File: src/rtl/nonce_reporter.sv
// Purpose: queue found nonces and emit each one as a 12-byte framed packet ending in a CRC-32.
// Latency: a nonce strobed into an empty, idle block is presented on tx_valid one cycle later.
// Backpressure: tx_byte/tx_valid hold while tx_ready is low; a strobe into a full queue with no pop is dropped and counted.
module nonce_reporter #(
  parameter int unsigned FIFO_DEPTH      = 4,
  parameter logic [7:0]  MSG_NONCE_FOUND = 8'd6
) (
  input  logic        clk,
  input  logic        reset_n,
  input  logic        rx_new_nonce,
  input  logic [31:0] rx_golden_nonce,
  output logic        tx_valid,
  output logic [7:0]  tx_byte,
  input  logic        tx_ready,
  output logic [4:0]  fifo_level,
  output logic [7:0]  overflow_count,
  output logic        busy
);

  localparam int unsigned AW      = (FIFO_DEPTH > 1) ? $clog2(FIFO_DEPTH) : 1;
  localparam logic [4:0]  DEPTH_L = 5'(FIFO_DEPTH);
  localparam logic [AW-1:0] PTR_ONE = AW'(1);

  typedef enum logic [1:0] {
    IDLE = 2'd0,
    SEND = 2'd1,
    CRC  = 2'd2
  } state_e;

  state_e        state_q, state_d;
  logic [31:0]   mem_q [FIFO_DEPTH];
  logic [AW-1:0] wr_ptr_q, rd_ptr_q;
  logic [4:0]    count_q, count_d;
  logic [7:0]    ovf_q;
  logic [31:0]   hold_q;
  logic [31:0]   crc_q;
  logic [3:0]    idx_q;

  logic full, empty, pop, push, drop, xfer;

  // One byte of the reflected CRC-32 (poly 0xEDB88320), LSB first.
  function automatic logic [31:0] crc_byte(input logic [31:0] c, input logic [7:0] b);
    logic [31:0] r;
    r = c ^ {24'h0, b};
    for (int i = 0; i < 8; i++) begin
      r = r[0] ? ((r >> 1) ^ 32'hEDB88320) : (r >> 1);
    end
    return r;
  endfunction

  assign full  = (count_q == DEPTH_L);
  assign empty = (count_q == 5'd0);
  // A pop happens only from IDLE, so a push never collides with the packet being sent.
  assign pop   = (state_q == IDLE) && !empty;
  assign push  = rx_new_nonce && (!full || pop);
  assign drop  = rx_new_nonce && full && !pop;
  assign xfer  = tx_valid && tx_ready;

  assign tx_valid       = (state_q != IDLE);
  assign busy           = (state_q != IDLE);
  assign fifo_level     = count_q;
  assign overflow_count = ovf_q;
  assign count_d        = count_q + 5'(push) - 5'(pop);

  // Next-state logic: IDLE pops, SEND covers bytes 0..7, CRC covers bytes 8..11.
  always_comb begin
    state_d = state_q;
    case (state_q)
      IDLE:    if (pop) state_d = SEND;
      SEND:    if (xfer && idx_q == 4'd7) state_d = CRC;
      CRC:     if (xfer && idx_q == 4'd11) state_d = IDLE;
      default: state_d = IDLE;
    endcase
  end

  // Byte mux: header, nonce little-endian, then CRC little-endian; zero when idle.
  always_comb begin
    tx_byte = 8'h00;
    if (state_q != IDLE) begin
      case (idx_q)
        4'd0:    tx_byte = 8'h0C;
        4'd1:    tx_byte = 8'h00;
        4'd2:    tx_byte = 8'h00;
        4'd3:    tx_byte = MSG_NONCE_FOUND;
        4'd4:    tx_byte = hold_q[7:0];
        4'd5:    tx_byte = hold_q[15:8];
        4'd6:    tx_byte = hold_q[23:16];
        4'd7:    tx_byte = hold_q[31:24];
        4'd8:    tx_byte = crc_q[7:0];
        4'd9:    tx_byte = crc_q[15:8];
        4'd10:   tx_byte = crc_q[23:16];
        4'd11:   tx_byte = crc_q[31:24];
        default: tx_byte = 8'h00;
      endcase
    end
  end

  // State register.
  always_ff @(posedge clk or negedge reset_n) begin
    if (!reset_n) state_q <= IDLE;
    else          state_q <= state_d;
  end

  // FIFO storage; contents need no reset because the pointers and level define validity.
  always_ff @(posedge clk) begin
    if (push) mem_q[wr_ptr_q] <= rx_golden_nonce;
  end

  // FIFO pointers, level and saturating drop counter.
  always_ff @(posedge clk or negedge reset_n) begin
    if (!reset_n) begin
      wr_ptr_q <= '0;
      rd_ptr_q <= '0;
      count_q  <= 5'd0;
      ovf_q    <= 8'h00;
    end else begin
      if (push) wr_ptr_q <= wr_ptr_q + PTR_ONE;
      if (pop)  rd_ptr_q <= rd_ptr_q + PTR_ONE;
      count_q <= count_d;
      if (drop && ovf_q != 8'hFF) ovf_q <= ovf_q + 8'd1;
    end
  end

  // Packet datapath: latch the nonce on pop, step byte index on each transfer, accumulate CRC over bytes 0..7.
  always_ff @(posedge clk or negedge reset_n) begin
    if (!reset_n) begin
      hold_q <= 32'h0;
      crc_q  <= 32'hFFFFFFFF;
      idx_q  <= 4'd0;
    end else if (pop) begin
      hold_q <= mem_q[rd_ptr_q];
      crc_q  <= 32'hFFFFFFFF;
      idx_q  <= 4'd0;
    end else if (xfer) begin
      idx_q <= idx_q + 4'd1;
      if (state_q == SEND) crc_q <= crc_byte(crc_q, tx_byte);
    end
  end

endmodule

File: config.mk
export PLATFORM = sky130hd
export DESIGN_NAME = nonce_reporter
export DESIGN_NICKNAME = d
export VERILOG_FILES = /design/src/rtl/nonce_reporter.sv
export SDC_FILE = /design/constraint.sdc
export NUM_CORES = 1
export LEC_CHECK = 0
export ABC_AREA = 1
export BUFFER_PORTS_ARGS = -buffer_cell sky130_fd_sc_hd__buf_2
export CORE_ASPECT_RATIO = 0.8
export CORE_MARGIN = 2
export CORE_UTILIZATION = 40
export CTS_CLUSTER_DIAMETER = 50
export DETAILED_ROUTE_END_ITERATION = 7
export GPL_TIMING_DRIVEN = 0
export HOLD_SLACK_MARGIN = 0.06
export SYNTH_ARGS = -nofsm -noshare
export SYNTH_HDL_FRONTEND = slang
export SYNTH_SLANG_ARGS = --single-unit
File: constraint.sdc
create_clock -name clk -period 4.9 [get_ports clk]
set_input_delay 0.735 -clock clk [delete_from_list [all_inputs] [get_ports clk]]
set_output_delay 0.735 -clock clk [all_outputs]
set_load 0.01 [all_outputs]
==> run summary <==
Layout area overhead: 16.73%
Via Count: 8,233
Antenna violations before repair: 0
Met1 demand-to-capacity share in global routing: 31.10%
Post-synth EDFFs: 128
Yosys warns: 0
Clock latency reported for the late side of the worst-skew pair: 0.55 ns
Buffers from clock root to sink, at most: 3
Setup Fix Bufs, Post-CTS: 0
Commonest non-fill, non-tap cell in the layout: sky130_fd_sc_hd__nor2_1
First drt pass iteration count: 5
Count of pins over their slew limit: 0
Sort of element at the end of the critical path: flip-flop
Chip Width: 185.2 µm
Final clock period utilization by the worst path: 68.54%
Largest net degree at the start of global routing: 59
Share of layout cells above drive strength 1: 16.28%
Net count after synthesis: 1,182
CORE AREA: 26,060 µm²
Post-Synthesis Mean Instance Area: 9.293 µm²
Vias per Instance: 5.152
Clock transition at path regs: 0.07 ns
Critical Path, Cell by Cell: nor2_1 > nand2_1 > inv_2 > clkbuf_1 > ha_1 > inv_1 > ha_1 > fa_1 > a21oi_1 > nor2_1 > nor2_1 > xor2_1
Gpl congestion: 0.8958
Clock Sink Count: 215
Antenna diode count: 0
DRC marker count from the first detailed-route iteration: 690
Main flop type after synthesis: sky130_fd_sc_hd__edfxtp_1
H-tree depth: 1
Class of the most critical hold timing path: in -> async
Chip height: 148.9 µm
Clock Tree Root: sky130_fd_sc_hd__clkbuf_16
Final antenna-violating net count: 0
Smallest setup slack after layout: 1.542 ns
DR DRC count: 0
Outcome: finished, final reports clean
Critical path start-end classification: reg -> reg
Top library cells by usage in the layout, fill and taps aside: 214 x sky130_fd_sc_hd__nor2_1, 213 x sky130_fd_sc_hd__nand2_1, 128 x sky130_fd_sc_hd__edfxtp_1, 99 x sky130_fd_sc_hd__nand3_1, 84 x sky130_fd_sc_hd__o21ai_0
Final-layout setup total negative slack: 0 ns
Hold Buf Count CTS: 0
First-pass GRT wire length: 44,240 µm
Register bit total from synthesis: 215
Final Skew: 0.01654 ns
Slew HR: 51.83%
Instance area after placement: 11,400 µm²
Number of instances in the synthesized netlist: 1,130
Total standard cell area after synthesis: 10,500 µm²
Setup WS pre-CTS: 1.591 ns
GRT Total Usage: 20.98%
Number of rows in the core area: 53
Final critical path time including I/O delays and setup: 3.358 ns
Quantity of gates resized following cts: 0
Final hold violation count: 0
Final cell area excluding filler cells: 12,260 µm²
Detailed-route wire length per cell: 17.71 µm
Largest fanout of any net on the critical path: 10
Number of global-route vias before repair: 7,872
WP data required: 5.37 ns
Hpwl dp: 20,210 µm
Most repeated library cell on the critical path: sky130_fd_sc_hd__nor2_1
FILL cells: 2,438
Wirelength, routed: 28,300 µm
Number of nets at the end of the flow: 1,273
Met2 usage: 31.89%
Startpoint kind of the worst setup timing path: flip-flop
Data arrival, critical path: 3.83 ns
CP max-delay cell: sky130_fd_sc_hd__clkbuf_1
CTS tree: yes
Synth async-reset ratio: 40.47%
Global-route track usage on met3: 3.613%
Peak clock frequency supported by timing: 297.8 MHz
Unrepaired setup endpoints after global routing: false
PortBufs: 58
Number of buffers created by CTS: 26
Grt total ovfl: 0
Area of the die: 27,570 µm²
Final setup violation count: 0
Worst path max stage delay: 0.51 ns
Top Ports: 59
Slew at the pin closest to its max-slew limit: 0.7199 ns
Number of different library cells in the post-synthesis netlist: 40
Proportion of synthesized chip area in sequential cells: 57.71%
Layer carrying the most global-route usage: met2
Starting utilization of the core area: 40.29%
Maxcap violations: 0
==> registers in the layout (all words and copies together), names as in the netlist <==
name and count:
crc_q 32, fifo_level 5, hold_q 32, idx_q 4, mem_q 128, overflow_count 8
rd_ptr_q 2, state_q 2, wr_ptr_q 2
==> cells in the mapped netlist, types with 2 or more instances <==
cell | number | area (µm²)
sky130_fd_sc_hd__a21oi_1 | 9 | 45.04
sky130_fd_sc_hd__a31oi_1 | 30 | 187.7
sky130_fd_sc_hd__buf_1 | 4 | 15.01
sky130_fd_sc_hd__buf_2 | 8 | 40.04
sky130_fd_sc_hd__buf_4 | 2 | 15.01
sky130_fd_sc_hd__buf_6 | 3 | 33.78
sky130_fd_sc_hd__clkbuf_1 | 31 | 116.4
sky130_fd_sc_hd__dfrtp_1 | 55 | 1376
sky130_fd_sc_hd__dfstp_2 | 32 | 840.8
sky130_fd_sc_hd__edfxtp_1 | 128 | 3844
sky130_fd_sc_hd__ha_1 | 15 | 187.7
sky130_fd_sc_hd__inv_1 | 73 | 274.0
sky130_fd_sc_hd__inv_2 | 4 | 15.01
sky130_fd_sc_hd__nand2_1 | 213 | 799.5
sky130_fd_sc_hd__nand2_2 | 28 | 175.2
sky130_fd_sc_hd__nand2_4 | 6 | 67.56
sky130_fd_sc_hd__nand3_1 | 99 | 495.5
sky130_fd_sc_hd__nand3_2 | 2 | 20.02
sky130_fd_sc_hd__nand4_1 | 15 | 93.84
sky130_fd_sc_hd__nor2_1 | 218 | 818.3
sky130_fd_sc_hd__nor2_2 | 3 | 18.77
sky130_fd_sc_hd__nor3_1 | 3 | 15.01
sky130_fd_sc_hd__o2111ai_1 | 2 | 17.52
sky130_fd_sc_hd__o211ai_1 | 7 | 52.55
sky130_fd_sc_hd__o21ai_0 | 84 | 420.4
sky130_fd_sc_hd__o21ai_1 | 2 | 10.01
sky130_fd_sc_hd__o221ai_1 | 4 | 35.03
sky130_fd_sc_hd__o22ai_1 | 2 | 12.51
sky130_fd_sc_hd__or2_1 | 4 | 25.02
sky130_fd_sc_hd__xnor2_1 | 8 | 70.07
sky130_fd_sc_hd__xor2_1 | 27 | 236.5
==> stage by stage <==
stage	std cells	hold slack, ns	util, %
after floorplan	1130	0.4394	-
after global placement	1545	0.4762	43.12
after detailed placement	1550	0.4758	43.75
after CTS	1598	0.1286	47.04
after global routing	1598	0.1407	47.04
final	1598	0.1283	47.04
==> per-layer routing <==
layer | share of wire, % | up-vias
li1 | - | 3959
met1 | 47 | 3915
met2 | 43 | 306
met3 | 8.0 | 53
met4 | 2.4 | 0
met5 | 0 | -
==> worst max-delay path: cells and delay by family (launching register included) <==
kind            cells  cell delay [ns]
simple gates        4             0.90
buf+inv             3             0.87
fa+ha+maj           3             0.84
flops               1             0.39
compound gates      1             0.14
xor+xnor            1             0.14
==> cell families (layout without fill, tap and decap cells) <==
family	after synthesis	count (layout)	synth area share, %
mux	1	1	0.1072
flops	215	215	57.71
buf+inv	126	237	4.909
simple gates	594	594	24.45
fa+ha+maj	16	16	1.978
compound gates	141	141	7.506
xor+xnor	37	37	3.336
==> final timing paths <==
path / startpoint / to / slack [ns] / cells after the start
min: reset_n / overflow_count[5] / 0.13 / 1
max in group asynchronous: reset_n / crc_q[28] / 4.07 / 2
max: state_q[1] / fifo_level[4] / 1.54 / 12
max reg2reg: state_q[1] / fifo_level[4] / 1.54 / 12
min reg2reg: overflow_count[4] / overflow_count[4] / 0.49 / 1
min in group clk: rx_golden_nonce[29] / mem_q[3][29] / 0.39 / 1
==> cell type report <==
cell class	count	area (µm²)	share of cell area, %
plain buffers	48	220.2	1.796
clock buffers	36	728.2	5.941
clock inverters	12	128.9	1.051
inverters	78	295.3	2.409
multi-input cells	789	3955	32.26
flip-flops and latches	215	6061	49.44
well taps	357	446.7	3.644
repair buffers	63	422.9	3.450
Power is not shown: default switching activity piles up to over one toggle a cycle in this logic, so the estimate is an artifact.
